--- config.mk ---
export PLATFORM = sky130hd
export DESIGN_NAME = cpu_run_ctrl
export DESIGN_NICKNAME = d
export VERILOG_FILES = /design/src/rtl/cpu_run_ctrl.sv
export SDC_FILE = /design/constraint.sdc
export NUM_CORES = 1
export LEC_CHECK = 0
export BUFFER_PORTS_ARGS = -buffer_cell sky130_fd_sc_hd__buf_2
export CAP_MARGIN = 20
export CORE_MARGIN = 4
export CORE_UTILIZATION = 50
export CTS_CLUSTER_SIZE = 16
export DETAILED_ROUTE_END_ITERATION = 6
export PLACE_DENSITY = 0.79
export SETUP_SLACK_MARGIN = 0.2
export SYNTH_ARGS = -nofsm -noshare
export SYNTH_HDL_FRONTEND = slang
export SYNTH_SLANG_ARGS = --single-unit
--- constraint.sdc ---
create_clock -name clkin -period 2.26 [get_ports clkin]
set_input_delay 0.452 -clock clkin [delete_from_list [all_inputs] [get_ports clkin]]
set_output_delay 0.452 -clock clkin [all_outputs]
set_load 0.03 [all_outputs]
--- src/rtl/cpu_run_ctrl.sv ---
`default_nettype none
// ============================================================================
// Module   : cpu_run_ctrl
// Purpose  : Run/step controller for the single-cycle MIPS core. Generates a
//            stretched synchronous core reset and a one-cycle clock-enable
//            (cpu_ce). Supports free-run, single-step and halt modes, and
//            counts retired cycles.
// Options  : CYCLE_LIMIT_EN adds cycle_limit input (auto-halt at a count)
// Revision : 1.0 - initial release
// ============================================================================
module cpu_run_ctrl #(
  parameter int DIV      = 2,   // clkin cycles per cpu_ce tick (1..255)
  parameter int RST_HOLD = 4,   // cpu_rst stretch after reset release (1..255)
  parameter int CNT_W    = 32   // width of cycle_cnt
) (
  input  logic             clkin,
  input  logic             reset,
  input  logic             run_mode,
  input  logic             step_req,
  input  logic             halt_req,
`ifdef CYCLE_LIMIT_EN
  input  logic [CNT_W-1:0] cycle_limit,
`endif
  output logic             cpu_rst,
  output logic             cpu_ce,
  output logic             step_done,
  output logic             halted,
  output logic [CNT_W-1:0] cycle_cnt
);

  localparam logic [7:0] c_DIV_LAST  = 8'(DIV - 1);
  localparam logic [7:0] c_HOLD_INIT = 8'(RST_HOLD);

  typedef enum logic [2:0] {
    S_HOLD      = 3'd0,
    S_RUN       = 3'd1,
    S_STEP_WAIT = 3'd2,
    S_STEP_FIRE = 3'd3,
    S_STEP_DONE = 3'd4,
    S_HALT      = 3'd5
  } state_t;

  state_t           r_state;
  logic [7:0]       r_hold_cnt;
  logic [7:0]       r_div_cnt;
  logic             r_step_d;
  logic             r_cpu_rst;
  logic             r_cpu_ce;
  logic             r_step_done;
  logic             r_halted;
  logic [CNT_W-1:0] r_cycle_cnt;

  logic             w_tick;
  logic             w_step_edge;
  logic             w_halt;
  logic [CNT_W-1:0] w_cnt_inc;

  assign w_tick      = (r_div_cnt == c_DIV_LAST);
  assign w_step_edge = step_req & ~r_step_d;
  assign w_cnt_inc   = r_cycle_cnt + CNT_W'(1);

`ifdef CYCLE_LIMIT_EN
  // Set one cycle after the cpu_ce that reaches the limit, so the halt takes
  // effect before another enable can be issued.
  logic r_limit_hit;
  logic w_limit_match;
  assign w_limit_match = (cycle_limit != '0) && (w_cnt_inc == cycle_limit);
  assign w_halt        = halt_req | r_limit_hit;
`else
  assign w_halt        = halt_req;
`endif

  // Free-running tick divider; parked at zero while the core is held in reset
  always_ff @(posedge clkin) begin
    if (reset || (r_state == S_HOLD)) begin
      r_div_cnt <= 8'd0;
    end else if (w_tick) begin
      r_div_cnt <= 8'd0;
    end else begin
      r_div_cnt <= r_div_cnt + 8'd1;
    end
  end

  // Run/step state machine with registered core-facing outputs
  always_ff @(posedge clkin) begin
    if (reset) begin
      r_state     <= S_HOLD;
      r_hold_cnt  <= c_HOLD_INIT;
      r_step_d    <= 1'b0;
      r_cpu_rst   <= 1'b1;
      r_cpu_ce    <= 1'b0;
      r_step_done <= 1'b0;
      r_halted    <= 1'b0;
      r_cycle_cnt <= '0;
`ifdef CYCLE_LIMIT_EN
      r_limit_hit <= 1'b0;
`endif
    end else begin
      r_step_d    <= step_req;
      r_cpu_ce    <= 1'b0;
      r_step_done <= 1'b0;
      case (r_state)
        S_HOLD: begin
          if (r_hold_cnt <= 8'd1) begin
            r_cpu_rst <= 1'b0;
            r_state   <= run_mode ? S_RUN : S_STEP_WAIT;
          end else begin
            r_hold_cnt <= r_hold_cnt - 8'd1;
          end
        end
        S_RUN: begin
          // Halt and mode change both suppress the enable on the exit edge
          if (w_halt) begin
            r_state  <= S_HALT;
            r_halted <= 1'b1;
          end else if (!run_mode) begin
            r_state <= S_STEP_WAIT;
          end else if (w_tick) begin
            r_cpu_ce    <= 1'b1;
            r_cycle_cnt <= w_cnt_inc;
`ifdef CYCLE_LIMIT_EN
            if (w_limit_match) r_limit_hit <= 1'b1;
`endif
          end
        end
        S_STEP_WAIT: begin
          if (w_halt) begin
            r_state  <= S_HALT;
            r_halted <= 1'b1;
          end else if (run_mode) begin
            r_state <= S_RUN;
          end else if (w_step_edge) begin
            r_state <= S_STEP_FIRE;
          end
        end
        S_STEP_FIRE: begin
          if (w_tick) begin
            r_cpu_ce    <= 1'b1;
            r_cycle_cnt <= w_cnt_inc;
            r_state     <= S_STEP_DONE;
`ifdef CYCLE_LIMIT_EN
            if (w_limit_match) r_limit_hit <= 1'b1;
`endif
          end
        end
        S_STEP_DONE: begin
          r_step_done <= 1'b1;
          if (w_halt) begin
            r_state  <= S_HALT;
            r_halted <= 1'b1;
          end else if (run_mode) begin
            r_state <= S_RUN;
          end else begin
            r_state <= S_STEP_WAIT;
          end
        end
        S_HALT: begin
          r_halted <= 1'b1;
        end
        default: begin
          r_state    <= S_HOLD;
          r_hold_cnt <= c_HOLD_INIT;
          r_cpu_rst  <= 1'b1;
        end
      endcase
    end
  end

  assign cpu_rst   = r_cpu_rst;
  assign cpu_ce    = r_cpu_ce;
  assign step_done = r_step_done;
  assign halted    = r_halted;
  assign cycle_cnt = r_cycle_cnt;

endmodule
`default_nettype wire
==> results of run 1 <==
sequential cells by signal, indices dropped and copies added, names as in the netlist:
signal	flops
r_state	3
step_done	1
cpu_rst	1
cpu_ce	1
cycle_cnt	32
r_div_cnt	8
r_step_d	1
r_hold_cnt	8
halted	1
cell usage after synthesis (7+ instances only):
master | number | area share (%)
clkbuf_1 | 13 | 1.8
xnor2_1 | 32 | 10
nor3_1 | 20 | 3.7
o21ai_0 | 7 | 1.3
nor2_1 | 57 | 8.0
a21oi_1 | 8 | 1.5
nor4_1 | 15 | 3.5
nand4_1 | 8 | 1.9
nand2_1 | 21 | 2.9
nand3_1 | 16 | 3.0
dfxtp_1 | 56 | 42
xor2_1 | 8 | 2.6
logic make-up after synthesis:
| logic type | share of synthesized area (%) |
|---|---|
| compound gates | 7.62 |
| buf+inv | 3.37 |
| fa+ha+maj | 2.34 |
| mux | 0.795 |
| simple gates | 30.9 |
| flops | 41.9 |
| xor+xnor | 13.1 |
layout make-up:
type / instances / area share, %
Multi-Input combinational cell: 241 / 48.1
Tap cell: 70 / 2.77
Timing Repair Buffer: 55 / 10.0
Clock buffer: 8 / 2.85
Inverter: 6 / 0.711
Sequential cell: 56 / 35.6
what timing repair did:
item,4_1_cts,5_1_grt
pin swaps,1,1
hold buffers,0,0
gates resized for setup,2,14
buffers inserted,0,6
endpoints found under the setup margin,5,33
report_power, final:
group | internal [mW] | switching, mW
clock | 0.251 | 0.302
combinational | 0.423 | 0.447
sequential | 1.09 | 0.0858
path summary, 6_finish.rpt:
path / end / slack, ps / cells past startpoint
max: cpu_rst / 200 / 6
min: r_step_d / 390 / 2
max reg2reg: cpu_rst / 200 / 6
min reg2reg: halted / 480 / 2
layer usage:
layer  up-vias  share of wire, %  GRT usage, %
li1       1200                 -             -
met1      1120                45          25.3
met2        56                51          30.3
met3         8               3.7          3.99
met4         0              0.83          4.39
met5         -                 0             0
critical path: cells and delay by family (launching register included):
family,cells,cell delay [ps]
AO/OA/AOI/OAI,2,550
buffers and inverters,2,290
flip-flops,1,370
AND/OR/NAND/NOR,2,740
through the flow:
step                hold slack, ps  util, %  power, mW  cell area (µm²)  cells
floorplan                      445        -       1.74             2680    319
global placement               452     57.7       1.85             2960    422
detailed placement             472     57.7       1.89             2960    422
CTS                            385     59.6       2.43             3060    430
global route                   381     61.6       2.76             3170    436
finish                         387     61.6       2.59             3170    436
==> flow_metrics.tcl, run 1 <==
set metrics [dict create \
    final_common_cell "nor2_1" \
    ff_latch_area_um2 1130 \
    area_delta_synth_final_pct 18.3 \
    cts_tree "done" \
    ios 41 \
    wl_per_cell_um 13.8 \
    slew_headroom_pct 69.6 \
    min_period_ps 2060 \
    path_clk_slew_ps 90 \
    antenna_found_initial 0 \
    crit_chain "or4_4 -> o41a_1 -> buf_4 -> buf_6 -> nor4_1 -> o21bai_1" \
    die_h_um 81.2 \
    status "finished clean" \
    grt_pass1_wl_um 9980 \
    worst_pin_slew_ps 456 \
    skew_ps 7.90 \
    layout_common_cells "nor2_1, dfxtp_1, buf_2" \
    grt_overflow_total 0 \
    nets 375 \
    layout_setup_ws_ps 204 \
    grt_usage_pct 18.6 \
    numPortBuffers 40 \
    cts_buffers 5 \
    worstPathRequired_ps 2450 \
    power_leakage_nw 1.19 \
    htreeDepth 2 \
    critPathLaunch "r_hold_cnt[2]" \
    die_area_um2 6590 \
    cp_max_fo 6 \
    synth_edf_count 0 \
    insertion_delay_ps 300 \
    cp-end-kind "flip-flop" \
    ir_drop_v 0.000384 \
    cpPeakStageDelay_ps 530 \
    wirelength_um 6030 \
    dr.pass1.iters 4 \
    async_flop_share_pct 0 \
    clock_sinks 56 \
    syn_inst 319 \
    clockBufferDepth 2 \
    grt_pass1_vias 2218 \
    coreArea_um2 5140 \
    hold_class "in -> reg" \
    drive_above_1_share_pct 21.0 \
    multiInputGateArea_um2 1520 \
    yosysSeqAreaShare_pct 41.9 \
    drc 0 \
    vias 2384 \
    start_util_pct 52.1 \
    r2r_start "r_hold_cnt[2]" \
    ys_types 42 \
    synthesis.area_um2 2680 \
    holdCritStartpoint "step_req" \
    fillers 445 \
    yosysWarnings 0 \
    cp-start-kind "flip-flop" \
    fin_tns_setup_ps 0 \
    diodes 0 \
    worst-setup-path-type "reg -> reg" \
    setup_violations 0 \
    synth_area_per_cell_um2 8.39 \
    grt_max_degree 27 \
    hold_viol 0 \
    p_per_area_nw_per_um2 820 \
    gp_congestion 0.765 \
    crit_path_top_delay_cell "or4_4" \
    drt_iter0_drc 149 \
    critPathArrivalTime_ps 2250 \
    fin_crit_sh_pct 91.0 \
    dp_hpwl_um 4150 \
    postRouteAntennaNets 0 \
    die_w_um 81.2 \
    synth_flop_cell "dfxtp_1" \
    rsz0062_at_grt "yes" \
    drv_slew 0 \
    fp-row-count 26 \
    clockRootBuffer "clkbuf_8" \
    syn_nets 329 \
    pre_cts_slack_ps 152 \
    timing.max_cap.violations 0 \
    vias_per_cell 5.47 \
    synth-seq-cells 56 \
    fmax_mhz 486 \
]
Power figures use the tool's default switching activity.
==> inputs of run 2 (changes only) <==
--- a/config.mk
+++ b/config.mk
@@ -8,10 +8,11 @@
 export BUFFER_PORTS_ARGS = -buffer_cell sky130_fd_sc_hd__buf_2
 export CAP_MARGIN = 20
 export CORE_MARGIN = 4
-export CORE_UTILIZATION = 50
-export CTS_CLUSTER_SIZE = 16
+export CORE_UTILIZATION = 30
+export CTS_BUF_LIST = sky130_fd_sc_hd__clkbuf_4
+export CTS_CLUSTER_SIZE = 28
 export DETAILED_ROUTE_END_ITERATION = 6
-export PLACE_DENSITY = 0.79
+export PLACE_DENSITY = 0.55
 export SETUP_SLACK_MARGIN = 0.2
 export SYNTH_ARGS = -nofsm -noshare
 export SYNTH_HDL_FRONTEND = slang
==> run 2 against run 1 <==
Against the previous run:
- core utilization down 25 points
- clock power about the same
- global-route usage down 7.0 points
- maximum frequency up 2.0%
- first-iteration DRC count down 10%
- die area up 59%
- routed wire length down 1.3%
- flip-flop and latch count unchanged
- final cell count up 8.7%
- worst setup slack better by 41 ps
- register-to-register slack better by 40 ps
- critical path type unchanged
- critical endpoint is now r_hold_cnt[1]
- largest cell class unchanged
==> flow_metrics.tcl, run 2 (same netlist as run 1, synthesis figures left out) <==
set metrics [dict create \
    fin_tns_setup_ps 0 \
    numPortBuffers 40 \
    drv_slew 0 \
    grt_max_degree 25 \
    worstHoldEndpoint "r_step_d" \
    ir_drop_v 0.000353 \
    wl_per_cell_um 12.6 \
    crit_chain "or4_4 -> o41a_1 -> buf_6 -> buf_6 -> mux2_2 -> nor2_1" \
    diodes 0 \
    pwr-share-comb_pct 32.6 \
    layout_common_cells "nor2_1, dfxtp_1, buf_2" \
    drive_above_1_share_pct 21.0 \
    reg2reg_slack_ps 250 \
    fmax_mhz 496 \
    cp_max_fo 5 \
    vias_per_cell 4.91 \
    power.switching_mw 0.825 \
    hold_class "in -> reg" \
    final_common_cell "nor2_1" \
    largest_reg_flops 32 \
    p_per_area_nw_per_um2 801 \
    clockRootBuffer "clkbuf_4" \
    cpPeakStageDelay_ps 510 \
    p_int_mw 1.72 \
    worst_pin_slew_ps 453 \
    start_util_pct 30.7 \
    stdcell_count 474 \
    pre_cts_slack_ps 165 \
    path_clk_slew_ps 160 \
    total_power_mw 2.55 \
    vias 2328 \
    p_clk_share_pct 21.6 \
    worst_hold_slack_ps 312 \
    htreeDepth 2 \
    worstPathRequired_ps 2580 \
    rsz0062_at_grt "yes" \
    fp-row-count 34 \
    dp_hpwl_um 4200 \
    dr.pass1.iters 4 \
    status "finished clean" \
    clock_sinks 56 \
    worst-setup-path-type "reg -> reg" \
    grt_pass1_vias 2176 \
    clockBufferDepth 2 \
    cp-end-kind "flip-flop" \
    timing.max_cap.violations 0 \
    hold_viol 0 \
    antenna_found_initial 0 \
    r2r_start "r_hold_cnt[2]" \
    min_period_ps 2010 \
    critPathArrivalTime_ps 2330 \
    grt_overflow_total 0 \
    path_common_cell "buf_6" \
    fin_crit_sh_pct 89.2 \
    grt_pass1_wl_um 10100 \
    r2r_end "r_hold_cnt[1]" \
    fillers 905 \
    coreArea_um2 8720 \
    wirelength_um 5950 \
    cp-start-kind "flip-flop" \
    die_area_um2 10500 \
    skew_ps 22.7 \
    cts_buffers 5 \
    power_frac_seq_pct 45.9 \
    die_h_um 102 \
    postRouteAntennaNets 0 \
    drc 0 \
    ios 41 \
    cts_tree "done" \
    setup_violations 0 \
    nets 375 \
    hold_path_depth 2 \
    area_delta_synth_final_pct 18.9 \
    gp_congestion 0.795 \
    grt_usage_pct 11.7 \
    slew_headroom_pct 69.8 \
    layout_setup_ws_ps 245 \
    drt_iter0_drc 134 \
    dp.cells 462 \
    die_w_um 102 \
    insertion_delay_ps 370 \
    reg2reg_depth 6 \
    switching_share_pct 32.4 \
    holdCritStartpoint "step_req" \
    crit_path_top_delay_cell "or4_4" \
    power_leakage_nw 1.19 \
]
## run 2: cell types whose count changed in the layout (fill, tap and decap cells not counted), moves of 2 or more
cell	previous run	this run
clkbuf_1	2	0
clkbuf_4	0	6
clkbuf_8	6	0
dfxtp_1	54	52
dfxtp_2	1	3
nor3_1	18	20
nor3_2	2	0
## run 2: worst max path at each step
stage | slack [ps] | startpoint | cells past startpoint | to
finish | 250 | r_hold_cnt[2] | 6 | r_hold_cnt[1]
global route | 180 | r_hold_cnt[2] | 6 | r_hold_cnt[1]
CTS | 240 | r_hold_cnt[2] | 6 | r_state[1]
detailed placement | 170 | r_hold_cnt[2] | 4 | r_state[0]
global placement | 270 | r_hold_cnt[2] | 5 | r_state[2]
floorplan | 280 | r_hold_cnt[2] | 6 | r_state[2]
## run 2: area by class of cell
cell class	instances	area (µm²)	share of cell area, %
clock buffer	6	45.0	1.42
clock inverter	2	35.0	1.10
inverter	6	22.5	0.708
multi-input combinational	241	1500	47.0
sequential	56	1130	35.5
tap	108	135	4.25
timing repair buffer	55	320	10.1
## run 2: what timing repair did
action                                  4_1_cts  5_1_grt
gates cloned                                  0        0
setup buffers                                 1        3
hold buffers                                  0        0
endpoints found under the setup margin        1        6
gates resized for setup                       0       13
pin swaps                                     1        1
## run 2: power groups by stage
stage | Combinational [mW] | Clock (mW) | Sequential [mW]
2_1_floorplan | 0.538 | 0 | 1.20
3_3_place_gp | 0.694 | 0 | 1.18
3_5_place_dp | 0.707 | 0 | 1.19
4_1_cts | 0.735 | 0.581 | 1.17
5_1_grt | 0.938 | 0.605 | 1.19
6_report | 0.830 | 0.550 | 1.17
## run 2: stage by stage
step | utilization, % | instance area (µm²)
floorplan | - | 2680
finish | 36.5 | 3180
global placement | 34.7 | 3030
CTS | 35.7 | 3110
detailed placement | 34.7 | 3030
global route | 36.5 | 3180
## run 2: critical path: cells and delay by family, from the launching register on
| kind | cells | cell delay [ps] |
|---|---|---|
| buf+inv | 2 | 280 |
| compound gates | 1 | 450 |
| flops | 1 | 380 |
| simple gates | 2 | 590 |
| mux | 1 | 260 |
## run 2: layer usage
metal  wire, µm  track usage, %
met1       2940            15.9
met2       2750            18.6
met3        176            2.32
met4         83            3.63
met5          0               0
